$ cat src/rtl/ravenna_spi_pkg.sv
// Shared types and constants for the Ravenna SPI master: FSM state encoding,
// SPI mode selection and per-byte SCK tick bookkeeping.
package ravenna_spi_pkg;

    typedef enum logic [1:0] {
        ST_IDLE  = 2'd0,
        ST_SETUP = 2'd1,
        ST_SHIFT = 2'd2,
        ST_DONE  = 2'd3
    } spi_state_e;

    // Mode 0: SCK idles low, data sampled on the rising (leading) edge.
    localparam logic [1:0] SPI_MODE = 2'b00;
    localparam logic       SPI_CPOL = SPI_MODE[1];

    // SHIFT-state tick indices: even ticks are falling edges, tick 15 ends the byte.
    localparam logic [3:0] SCK_LAST_FALL = 4'd14;
    localparam logic [3:0] SCK_LAST_TICK = 4'd15;

    function automatic logic [7:0] shift_in_bit(input logic [7:0] cur, input logic bit_in);
        return {cur[6:0], bit_in};
    endfunction

endpackage

$ cat src/rtl/ravenna_spi_master_if.sv
// Host-side and pin-side signal bundle of the SPI master. The slave modport is
// the block itself; the master modport is whoever drives it.
interface ravenna_spi_master_if #(
    parameter int DIV_WIDTH = 8
);
    logic                 enable;
    logic [DIV_WIDTH-1:0] prescale;
    logic                 hold;
    logic [7:0]           tx_data;
    logic                 tx_valid;
    logic                 tx_ready;
    logic [7:0]           rx_data;
    logic                 rx_valid;
    logic                 busy;
    logic                 irq_en;
    logic                 irq_clr;
    logic                 irq;
    logic                 spi_csb;
    logic                 spi_sck;
    logic                 spi_sdo;
    logic                 spi_sdi;

    modport master (
        output enable, prescale, hold, tx_data, tx_valid, irq_en, irq_clr, spi_sdi,
        input  tx_ready, rx_data, rx_valid, busy, irq, spi_csb, spi_sck, spi_sdo
    );

    modport slave (
        input  enable, prescale, hold, tx_data, tx_valid, irq_en, irq_clr, spi_sdi,
        output tx_ready, rx_data, rx_valid, busy, irq, spi_csb, spi_sck, spi_sdo
    );

endinterface

$ cat src/rtl/ravenna_spi_clkdiv.sv
// SCK prescaler: latches the half-period on load, then emits a one-cycle tick
// every prescale+1 cycles while running.
module ravenna_spi_clkdiv #(
    parameter int DIV_WIDTH = 8
) (
    input  logic                 clk,
    input  logic                 resetn,
    input  logic                 i_load,
    input  logic                 i_run,
    input  logic [DIV_WIDTH-1:0] i_prescale,
    output logic                 o_tick
);
    logic [DIV_WIDTH-1:0] r_period;
    logic [DIV_WIDTH-1:0] r_cnt;

    assign o_tick = i_run & (r_cnt == {DIV_WIDTH{1'b0}});

    // Down-counter that reloads the latched period on every tick.
    always_ff @(posedge clk or negedge resetn) begin
        if (!resetn) begin
            r_period <= {DIV_WIDTH{1'b0}};
            r_cnt    <= {DIV_WIDTH{1'b0}};
        end else if (i_load) begin
            r_period <= i_prescale;
            r_cnt    <= i_prescale;
        end else if (i_run) begin
            if (r_cnt == {DIV_WIDTH{1'b0}}) begin
                r_cnt <= r_period;
            end else begin
                r_cnt <= r_cnt - DIV_WIDTH'(1);
            end
        end else begin
            r_cnt <= r_cnt;
        end
    end

endmodule

$ cat src/rtl/ravenna_spi_master.sv
// Ravenna SPI mode-0 master: one byte per handshake, optional chip-select hold
// for streaming, sticky completion interrupt.
module ravenna_spi_master
    import ravenna_spi_pkg::*;
#(
    parameter int DIV_WIDTH = 8
) (
    input  logic                clk,
    input  logic                resetn,
    ravenna_spi_master_if.slave bus
);
    spi_state_e r_state;
    spi_state_e w_state_nxt;

    logic       w_tx_ready;
    logic       w_accept;
    logic       w_run;
    logic       w_tick;
    logic [3:0] r_tog;
    logic [7:0] r_tx;
    logic [7:0] r_rx;
    logic [7:0] r_rx_data;
    logic       r_rx_valid;
    logic       r_csb;
    logic       r_sck;
    logic       r_irq;

    assign w_tx_ready = (r_state == ST_IDLE) & bus.enable;
    assign w_accept   = w_tx_ready & bus.tx_valid;
    assign w_run      = bus.enable & ((r_state == ST_SETUP) | (r_state == ST_SHIFT));

    ravenna_spi_clkdiv #(
        .DIV_WIDTH (DIV_WIDTH)
    ) u_clkdiv (
        .clk        (clk),
        .resetn     (resetn),
        .i_load     (w_accept),
        .i_run      (w_run),
        .i_prescale (bus.prescale),
        .o_tick     (w_tick)
    );

    // State register.
    always_ff @(posedge clk or negedge resetn) begin
        if (!resetn) begin
            r_state <= ST_IDLE;
        end else begin
            r_state <= w_state_nxt;
        end
    end

    // Next-state logic; dropping enable wins over every transition.
    always_comb begin
        w_state_nxt = r_state;
        if (!bus.enable) begin
            w_state_nxt = ST_IDLE;
        end else begin
            case (r_state)
                ST_IDLE:  w_state_nxt = w_accept ? ST_SETUP : ST_IDLE;
                ST_SETUP: w_state_nxt = w_tick ? ST_SHIFT : ST_SETUP;
                ST_SHIFT: w_state_nxt = (w_tick && (r_tog == SCK_LAST_TICK)) ? ST_DONE : ST_SHIFT;
                ST_DONE:  w_state_nxt = ST_IDLE;
                default:  w_state_nxt = ST_IDLE;
            endcase
        end
    end

    // Shift datapath and SPI pins; SETUP's tick is the first rising SCK edge.
    always_ff @(posedge clk or negedge resetn) begin
        if (!resetn) begin
            r_csb      <= 1'b1;
            r_sck      <= SPI_CPOL;
            r_tx       <= 8'h00;
            r_rx       <= 8'h00;
            r_rx_data  <= 8'h00;
            r_rx_valid <= 1'b0;
            r_tog      <= 4'd0;
        end else begin
            r_rx_valid <= 1'b0;
            if (!bus.enable) begin
                r_csb <= 1'b1;
                r_sck <= SPI_CPOL;
                r_tx  <= 8'h00;
                r_tog <= 4'd0;
            end else begin
                case (r_state)
                    ST_IDLE: begin
                        if (w_accept) begin
                            r_csb <= 1'b0;
                            r_sck <= SPI_CPOL;
                            r_tx  <= bus.tx_data;
                            r_tog <= 4'd0;
                        end else if (!bus.hold) begin
                            r_csb <= 1'b1;
                            r_tx  <= 8'h00;
                        end
                    end
                    ST_SETUP: begin
                        if (w_tick) begin
                            r_sck <= ~SPI_CPOL;
                            r_rx  <= shift_in_bit(r_rx, bus.spi_sdi);
                        end
                    end
                    ST_SHIFT: begin
                        if (w_tick) begin
                            r_tog <= r_tog + 4'd1;
                            if (r_tog == SCK_LAST_TICK) begin
                                r_rx_data  <= r_rx;
                                r_rx_valid <= 1'b1;
                            end else begin
                                r_sck <= ~r_sck;
                                if (r_sck != SPI_CPOL) begin
                                    if (r_tog != SCK_LAST_FALL) begin
                                        r_tx <= {r_tx[6:0], 1'b0};
                                    end
                                end else begin
                                    r_rx <= shift_in_bit(r_rx, bus.spi_sdi);
                                end
                            end
                        end
                    end
                    ST_DONE: begin
                        if (!bus.hold) begin
                            r_csb <= 1'b1;
                            r_tx  <= 8'h00;
                        end
                    end
                    default: begin
                        r_csb <= 1'b1;
                        r_sck <= SPI_CPOL;
                        r_tx  <= 8'h00;
                    end
                endcase
            end
        end
    end

    // Sticky interrupt; a completion in the same cycle as a clear keeps it set.
    always_ff @(posedge clk or negedge resetn) begin
        if (!resetn) begin
            r_irq <= 1'b0;
        end else if (r_rx_valid && bus.irq_en) begin
            r_irq <= 1'b1;
        end else if (bus.irq_clr) begin
            r_irq <= 1'b0;
        end else begin
            r_irq <= r_irq;
        end
    end

    assign bus.tx_ready = w_tx_ready;
    assign bus.rx_data  = r_rx_data;
    assign bus.rx_valid = r_rx_valid;
    assign bus.busy     = (r_state != ST_IDLE);
    assign bus.irq      = r_irq;
    assign bus.spi_csb  = r_csb;
    assign bus.spi_sck  = r_sck;
    assign bus.spi_sdo  = r_tx[7];

endmodule

$ cat src/flat_wrapper.sv
// flat-port wrapper written by rule: the top's interface ports become plain ports
module ravenna_spi_master_flat import ravenna_spi_pkg::*;
#(
    parameter int DIV_WIDTH = 8
)
  (clk, resetn, bus_enable, bus_prescale, bus_hold, bus_tx_data, bus_tx_valid, bus_irq_en, bus_irq_clr, bus_spi_sdi, bus_tx_ready, bus_rx_data, bus_rx_valid, bus_busy, bus_irq, bus_spi_csb, bus_spi_sck, bus_spi_sdo);
  ravenna_spi_master_if #(.DIV_WIDTH(DIV_WIDTH)) bus_i ();
  input  logic clk;
  input  logic resetn;
  input wire logic [$bits(bus_i.enable)-1:0] bus_enable;
  input wire logic [$bits(bus_i.prescale)-1:0] bus_prescale;
  input wire logic [$bits(bus_i.hold)-1:0] bus_hold;
  input wire logic [$bits(bus_i.tx_data)-1:0] bus_tx_data;
  input wire logic [$bits(bus_i.tx_valid)-1:0] bus_tx_valid;
  input wire logic [$bits(bus_i.irq_en)-1:0] bus_irq_en;
  input wire logic [$bits(bus_i.irq_clr)-1:0] bus_irq_clr;
  input wire logic [$bits(bus_i.spi_sdi)-1:0] bus_spi_sdi;
  output wire logic [$bits(bus_i.tx_ready)-1:0] bus_tx_ready;
  output wire logic [$bits(bus_i.rx_data)-1:0] bus_rx_data;
  output wire logic [$bits(bus_i.rx_valid)-1:0] bus_rx_valid;
  output wire logic [$bits(bus_i.busy)-1:0] bus_busy;
  output wire logic [$bits(bus_i.irq)-1:0] bus_irq;
  output wire logic [$bits(bus_i.spi_csb)-1:0] bus_spi_csb;
  output wire logic [$bits(bus_i.spi_sck)-1:0] bus_spi_sck;
  output wire logic [$bits(bus_i.spi_sdo)-1:0] bus_spi_sdo;
  assign bus_i.enable = bus_enable;
  assign bus_i.prescale = bus_prescale;
  assign bus_i.hold = bus_hold;
  assign bus_i.tx_data = bus_tx_data;
  assign bus_i.tx_valid = bus_tx_valid;
  assign bus_i.irq_en = bus_irq_en;
  assign bus_i.irq_clr = bus_irq_clr;
  assign bus_i.spi_sdi = bus_spi_sdi;
  assign bus_tx_ready = bus_i.tx_ready;
  assign bus_rx_data = bus_i.rx_data;
  assign bus_rx_valid = bus_i.rx_valid;
  assign bus_busy = bus_i.busy;
  assign bus_irq = bus_i.irq;
  assign bus_spi_csb = bus_i.spi_csb;
  assign bus_spi_sck = bus_i.spi_sck;
  assign bus_spi_sdo = bus_i.spi_sdo;
  ravenna_spi_master #(.DIV_WIDTH(DIV_WIDTH)) u_core (.clk(clk), .resetn(resetn), .bus(bus_i));
endmodule
$ cat config.mk
export PLATFORM = sky130hd
export DESIGN_NAME = ravenna_spi_master_flat
export DESIGN_NICKNAME = d
export VERILOG_FILES = /design/src/rtl/ravenna_spi_pkg.sv /design/src/rtl/ravenna_spi_master_if.sv /design/src/rtl/ravenna_spi_clkdiv.sv /design/src/rtl/ravenna_spi_master.sv /design/src/flat_wrapper.sv
export SDC_FILE = /design/constraint.sdc
export NUM_CORES = 1
export LEC_CHECK = 0
export BUFFER_PORTS_ARGS = -buffer_cell sky130_fd_sc_hd__buf_2
export CORE_MARGIN = 5
export CORE_UTILIZATION = 52
export DETAILED_ROUTE_END_ITERATION = 16
export PLACE_DENSITY = 0.72
export SYNTH_ARGS = -nofsm -noshare
export SYNTH_HDL_FRONTEND = slang
export SYNTH_HIERARCHICAL = 1
export SYNTH_SLANG_ARGS = --single-unit
$ cat constraint.sdc
create_clock -name clk -period 3.8 [get_ports clk]
set_input_delay 0.76 -clock clk [delete_from_list [all_inputs] [get_ports clk]]
set_output_delay 0.76 -clock clk [all_outputs]
set_load 0.02 [all_outputs]
==> flow_summary.json, run 1 <==
{
  "status": "finished, final reports clean",
  "wirelength_mm": 5.76,
  "fillers": 455,
  "timing.critical_path.buf_inv": 2,
  "worst_setup_path_start_kind": "register",
  "die_y_um": 82.8,
  "p_sw_share_pct": 29.1,
  "drtPass1Iterations": 5,
  "htree_levels": 2,
  "io-pin-count": 39,
  "holdWs_ns": 0.498,
  "synth_cell_types": 46,
  "grt_setup_unrepaired": "no",
  "post-place-ws_ns": 0.856,
  "syn_inst": 279,
  "area_delta_synth_final_pct": 13.9,
  "syn_area_um2": 2760,
  "p_switching_mw": 0.436,
  "period_needed_ns": 2.94,
  "grt_pass1_vias": 2107,
  "rows": 26,
  "dieArea_um2": 6850,
  "final_common_cell": "dfrtp_1",
  "period_share_pct": 77.4,
  "synth_seq_cells": 50,
  "overflow": 0,
  "dp_hpwl_mm": 4.12,
  "ctsHoldBuffers": 0,
  "numCtsBuffers": 5,
  "fmax_mhz": 340,
  "synth-seq-area-share_pct": 45.5,
  "die_x_um": 82.8,
  "insertion_delay_ns": 0.30,
  "hold_class": "register to register",
  "synthArstFlopShare_pct": 100,
  "hold_viol_final": 0,
  "p_int_mw": 1.06,
  "skew_ns": 0.00502,
  "clkTransAtPathRegs_ns": 0.09,
  "cp_cell_sequence": "inv_1, ha_1, or3b_2, or2_1, nor2_1, buf_4, nor2b_1, or2_4, a21boi_4, mux2_2",
  "start_util_pct": 53.6,
  "antenna_found_initial": 0,
  "antenna_left": 0,
  "combPwrFrac_pct": 22.5,
  "critPathSlowestCell": "or3b_2",
  "grt_pass1_wl_mm": 9.66,
  "fin_setup_tns_ns": 0,
  "nets": 349,
  "cts_tree": "built",
  "grt_max_degree": 51,
  "gp_congestion": 0.902,
  "cp.depth": 10,
  "fin_util_pct": 61.0,
  "core_um2": 5140,
  "peakVddDrop_v": 0.000310,
  "rr_worst_depth": 10,
  "cp_max_fo": 12,
  "crit_required_ns": 3.99,
  "synth_ff_type": "dfrtp_1",
  "slew_violations": 0,
  "min_path_cells": 2,
  "layout_common_cells": "dfrtp_1, buf_2, nand2_1",
  "clkSinkCount": 50,
  "arrival_ns": 3.13,
  "crit_family": "simple AND/OR/NAND/NOR gates",
  "drc": 0,
  "cp_slowest_stage_delay_ns": 0.50,
  "avgSynthCellArea_um2": 9.88,
  "diodes": 0,
  "p_seq_share_pct": 47.2,
  "endpoint_kind": "register",
  "drive_gt1_share_pct": 26.5,
  "num_vias": 2234,
  "cts_buffer_depth": 2,
  "viasPerCell": 5.77,
  "cts_post_setup_buffers_inserted": 0,
  "post_drt_wl_per_cell_um": 14.9,
  "setup_ws_ns": 0.857,
  "worstMarginPinSlew_ns": 1.08,
  "synth_edf_count": 0,
  "synth_nets": 312,
  "io_buffers": 38,
  "p_clk_share_pct": 30.3,
  "p_leak_nw": 1.48,
  "critPathKind": "register to register",
  "clockRootBuffer": "clkbuf_8",
  "powerDensity_nw_per_um2": 478,
  "track_usage_pct": 18.3,
  "first_iter_violations": 113,
  "relSlewSlack_pct": 27.9,
  "yosysWarnings": 6,
  "setup_viol": 0,
  "post_cts_resized": 0,
  "maxCapViolations": 0
}
-- logic make-up (layout without fill, tap and decap cells) --
family,after synthesis,count (layout),synth area share [%]
AND/OR/NAND/NOR,102,102,18.4
AO/OA/AOI/OAI,64,64,16.2
flip-flops,50,50,45.5
multiplexers,25,25,10.1
buffers and inverters,24,62,4.13
adder cells (fa/ha/maj),9,9,4.09
XOR/XNOR,5,5,1.59
-- cells in the mapped netlist, types with 4 or more instances --
library cell	n	area (um^2)
clkbuf_1	4	15.0
ha_1	9	113
nand2_1	29	109
nand3_1	27	135
nor3b_1	4	30.0
a22oi_1	6	45.0
a21oi_1	7	35.0
mux2_2	23	259
dfrtp_1	49	1230
o21ai_0	12	60.1
nor3_1	7	35.0
o211ai_1	8	60.1
o21ai_1	12	60.1
nor2_1	15	56.3
buf_2	4	20.0
nor2b_1	5	31.3
a221o_1	7	70.1
inv_1	12	45.0
-- cell type report --
cell class,count,area [um^2],share of cell area (%)
clock buffer,6,82.6,2.63
tap,70,87.6,2.79
multi-input combinational,205,1390,44.3
clock inverter,2,60.1,1.91
sequential,50,1250,39.9
inverter,12,45.0,1.44
timing repair buffer,42,220,7.02
-- power by group through the flow --
| stage | Clock [mW] | Sequential [mW] | Combinational, mW |
|---|---|---|---|
| finish | 0.455 | 0.709 | 0.337 |
| global route | 0.485 | 0.724 | 0.380 |
| CTS | 0.468 | 0.708 | 0.340 |
| detailed placement | 0 | 0.718 | 0.337 |
| global placement | 0 | 0.714 | 0.327 |
| floorplan | 0 | 0.693 | 0.259 |
-- flip-flops by register name (all words and copies together) (netlist names) --
| register | flops |
|---|---|
| u_core/bus.spi_csb | 1 |
| u_core/u_clkdiv/r_period | 8 |
| u_core/u_clkdiv/r_cnt | 8 |
| u_core/bus.rx_data | 8 |
| u_core/r_state | 2 |
| u_core/r_tx | 8 |
| u_core/r_rx | 8 |
| u_core/bus.spi_sck | 1 |
| u_core/bus.irq | 1 |
| u_core/bus.rx_valid | 1 |
| u_core/r_tog | 4 |
-- stage by stage --
step           area (um^2)  cells  power [mW]
3_3_place_gp          2990    379        1.04
3_5_place_dp          2990    379        1.05
2_1_floorplan         2760    279       0.952
6_report              3140    387        1.50
4_1_cts               3140    387        1.52
5_1_grt               3140    387        1.59
-- layer usage --
| metal | global-route usage, % | up-vias | part of all wire (%) |
|---|---|---|---|
| met5 | 0 | - | 0 |
| met4 | 6.21 | 0 | 1.3 |
| met3 | 3.56 | 5 | 5.2 |
| met2 | 30.0 | 55 | 47 |
| met1 | 24.2 | 1091 | 47 |
| li1 | - | 1083 | - |
-- worst register-to-register path, delay by kind of cell (launching register included) --
family | cells | cell delay [ns]
mux | 1 | 0.38
fa+ha+maj | 1 | 0.18
simple gates | 5 | 1.29
compound gates | 1 | 0.27
buf+inv | 2 | 0.30
flops | 1 | 0.41
-- final timing paths --
path                                          startpoint              end  slack (ns)
worst min register to register       u_core/bus.rx_valid   u_core/bus.irq        0.50
worst max register to register  u_core/u_clkdiv/r_cnt[0]   u_core/r_rx[4]        0.86
min in group asynchronous                         resetn  u_core/r_tog[2]        0.65
worst max-delay path            u_core/u_clkdiv/r_cnt[0]   u_core/r_rx[4]        0.86
max in group asynchronous                         resetn   u_core/r_rx[6]        2.48
worst min-delay path                 u_core/bus.rx_valid   u_core/bus.irq        0.50
No activity file was read; power rests on OpenSTA's default activity.
==> inputs of run 2 (changes only) <==
Clock period 3.8 ns to 3 ns, I/O delays scaled along.
==> run 2 against run 1 <==
Sequential power rose by 26%. Via count shrank 1.9%. Cell count rose by 0.78%. Critical path depth is 1 lower. Fmax is 2.5% higher. Final area shrank 0.12%. Clock skew grew 0.0035 ns. Global-route usage grew 0.24 points. Combinational power increased by 28%. Worst hold slack worse by 0.10 ns. Largest cell class unchanged.
==> flow_summary.json, run 2 (same netlist as run 1, synthesis figures left out) <==
{
  "critPathKind": "register to register",
  "drc": 0,
  "clkSinkCount": 50,
  "antenna_found_initial": 0,
  "clockRootBuffer": "clkbuf_8",
  "nets": 352,
  "final_common_cell": "dfrtp_1",
  "post_cts_resized": 0,
  "core_um2": 5140,
  "area_delta_synth_final_pct": 13.7,
  "setup_viol": 0,
  "gp_congestion": 0.820,
  "p_leak_nw": 1.48,
  "cts_buffer_depth": 2,
  "fillers": 477,
  "grt_pass1_vias": 2116,
  "rows": 26,
  "arrival_ns": 3.06,
  "io_buffers": 38,
  "htree_levels": 2,
  "start_util_pct": 53.6,
  "hold_class": "input pin to async pin",
  "maxCapViolations": 0,
  "fmax_mhz": 348,
  "die_x_um": 82.8,
  "drive_gt1_share_pct": 27.2,
  "track_usage_pct": 18.5,
  "insertion_delay_ns": 0.30,
  "post_drt_wl_per_cell_um": 14.9,
  "io-pin-count": 39,
  "diodes": 0,
  "endpoint_kind": "register",
  "num_vias": 2191,
  "p_total_mw": 1.81,
  "die_y_um": 82.8,
  "dieArea_um2": 6850,
  "cts_tree": "built",
  "skew_ns": 0.00856,
  "wirelength_mm": 5.81,
  "rr_worst_depth": 9,
  "viasPerCell": 5.62,
  "crit_required_ns": 3.19,
  "dp_hpwl_mm": 4.08,
  "slew_violations": 0,
  "fin_setup_tns_ns": 0,
  "period_needed_ns": 2.87,
  "period_share_pct": 95.7,
  "cts_post_setup_buffers_inserted": 0,
  "grt_pass1_wl_mm": 9.80,
  "reg2reg_to": "u_core/r_rx[6]",
  "worst_setup_path_start_kind": "register",
  "powerDensity_nw_per_um2": 577,
  "drtPass1Iterations": 4,
  "numCtsBuffers": 5,
  "hold_viol_final": 0,
  "layout_common_cells": "dfrtp_1, buf_2, nand2_1",
  "first_iter_violations": 72,
  "peakVddDrop_v": 0.000412,
  "overflow": 0,
  "status": "finished, final reports clean",
  "grt_max_degree": 51,
  "grt_setup_unrepaired": "no",
  "r2r_slack_ns": 0.13,
  "ctsHoldBuffers": 0,
  "antenna_left": 0,
  "reg2reg_from": "u_core/u_clkdiv/r_cnt[0]",
  "worstMarginPinSlew_ns": 0.839,
  "clkTransAtPathRegs_ns": 0.10,
  "cp_max_fo": 8,
  "relSlewSlack_pct": 43.8
}
-- run 2: cell types whose count changed in the layout (fill, tap and decap cells not counted) --
cell | before | now
clkinv_4 | 0 | 1
buf_4 | 4 | 7
inv_6 | 0 | 1
bufinv_16 | 2 | 1
clkbuf_8 | 6 | 5
-- run 2: stage by stage --
stage	cell area, um^2	std cells	worst slack, ns	hold slack (ns)	util (%)
after floorplan	2760	279	0.356	0.304	-
after global placement	3020	382	0.293	0.456	58.7
after detailed placement	3020	382	0.154	0.474	58.7
after CTS	3130	390	0.141	0.414	61.0
after global routing	3130	390	0.00408	0.432	61.0
final	3130	390	0.128	0.394	61.0
-- run 2: metal layers --
metal / global-route usage, % / up-vias / routed length [um]
li1: - / 1086 / -
met1: 24.6 / 1035 / 2600
met2: 30.2 / 63 / 2800
met3: 3.78 / 7 / 352
met4: 6.21 / 0 / 59
met5: 0 / - / 0
-- run 2: critical path: stages, from the launching register on --
cell	delay, ns
dfrtp_1	0.42
inv_1	0.13
ha_1	0.19
or3b_2	0.50
or2_1	0.24
nor2_1	0.27
nor2b_1	0.11
or2_4	0.26
a21boi_4	0.27
mux2_2	0.38
-- run 2: worst max path at each step --
stage	from	to	slack, ns	cells after the start
final	u_core/u_clkdiv/r_cnt[0]	u_core/r_rx[6]	0.13	9
after floorplan	u_core/u_clkdiv/r_cnt[0]	u_core/r_rx[0]	0.36	10
after global routing	u_core/u_clkdiv/r_cnt[0]	u_core/r_rx[6]	0.004	9
after detailed placement	u_core/u_clkdiv/r_cnt[0]	u_core/r_rx[6]	0.15	9
after global placement	u_core/u_clkdiv/r_cnt[0]	u_core/r_rx[0]	0.29	9
after CTS	u_core/u_clkdiv/r_cnt[0]	u_core/r_rx[2]	0.14	9
-- run 2: area by class of cell --
class                           count  area (um^2)  area share, %
Inverter                           12         45.0           1.44
Sequential cell                    50         1250           40.0
Timing Repair Buffer               45          243           7.75
Tap cell                           70         87.6           2.80
Multi-Input combinational cell    205         1390           44.3
Clock buffer                        5         68.8           2.20
Clock inverter                      3         47.5           1.52
-- run 2: report_power, final --
group / switching, mW / internal (mW)
Sequential: 0.104 / 0.789
Clock: 0.230 / 0.253
Combinational: 0.222 / 0.209
Total: 0.557 / 1.25
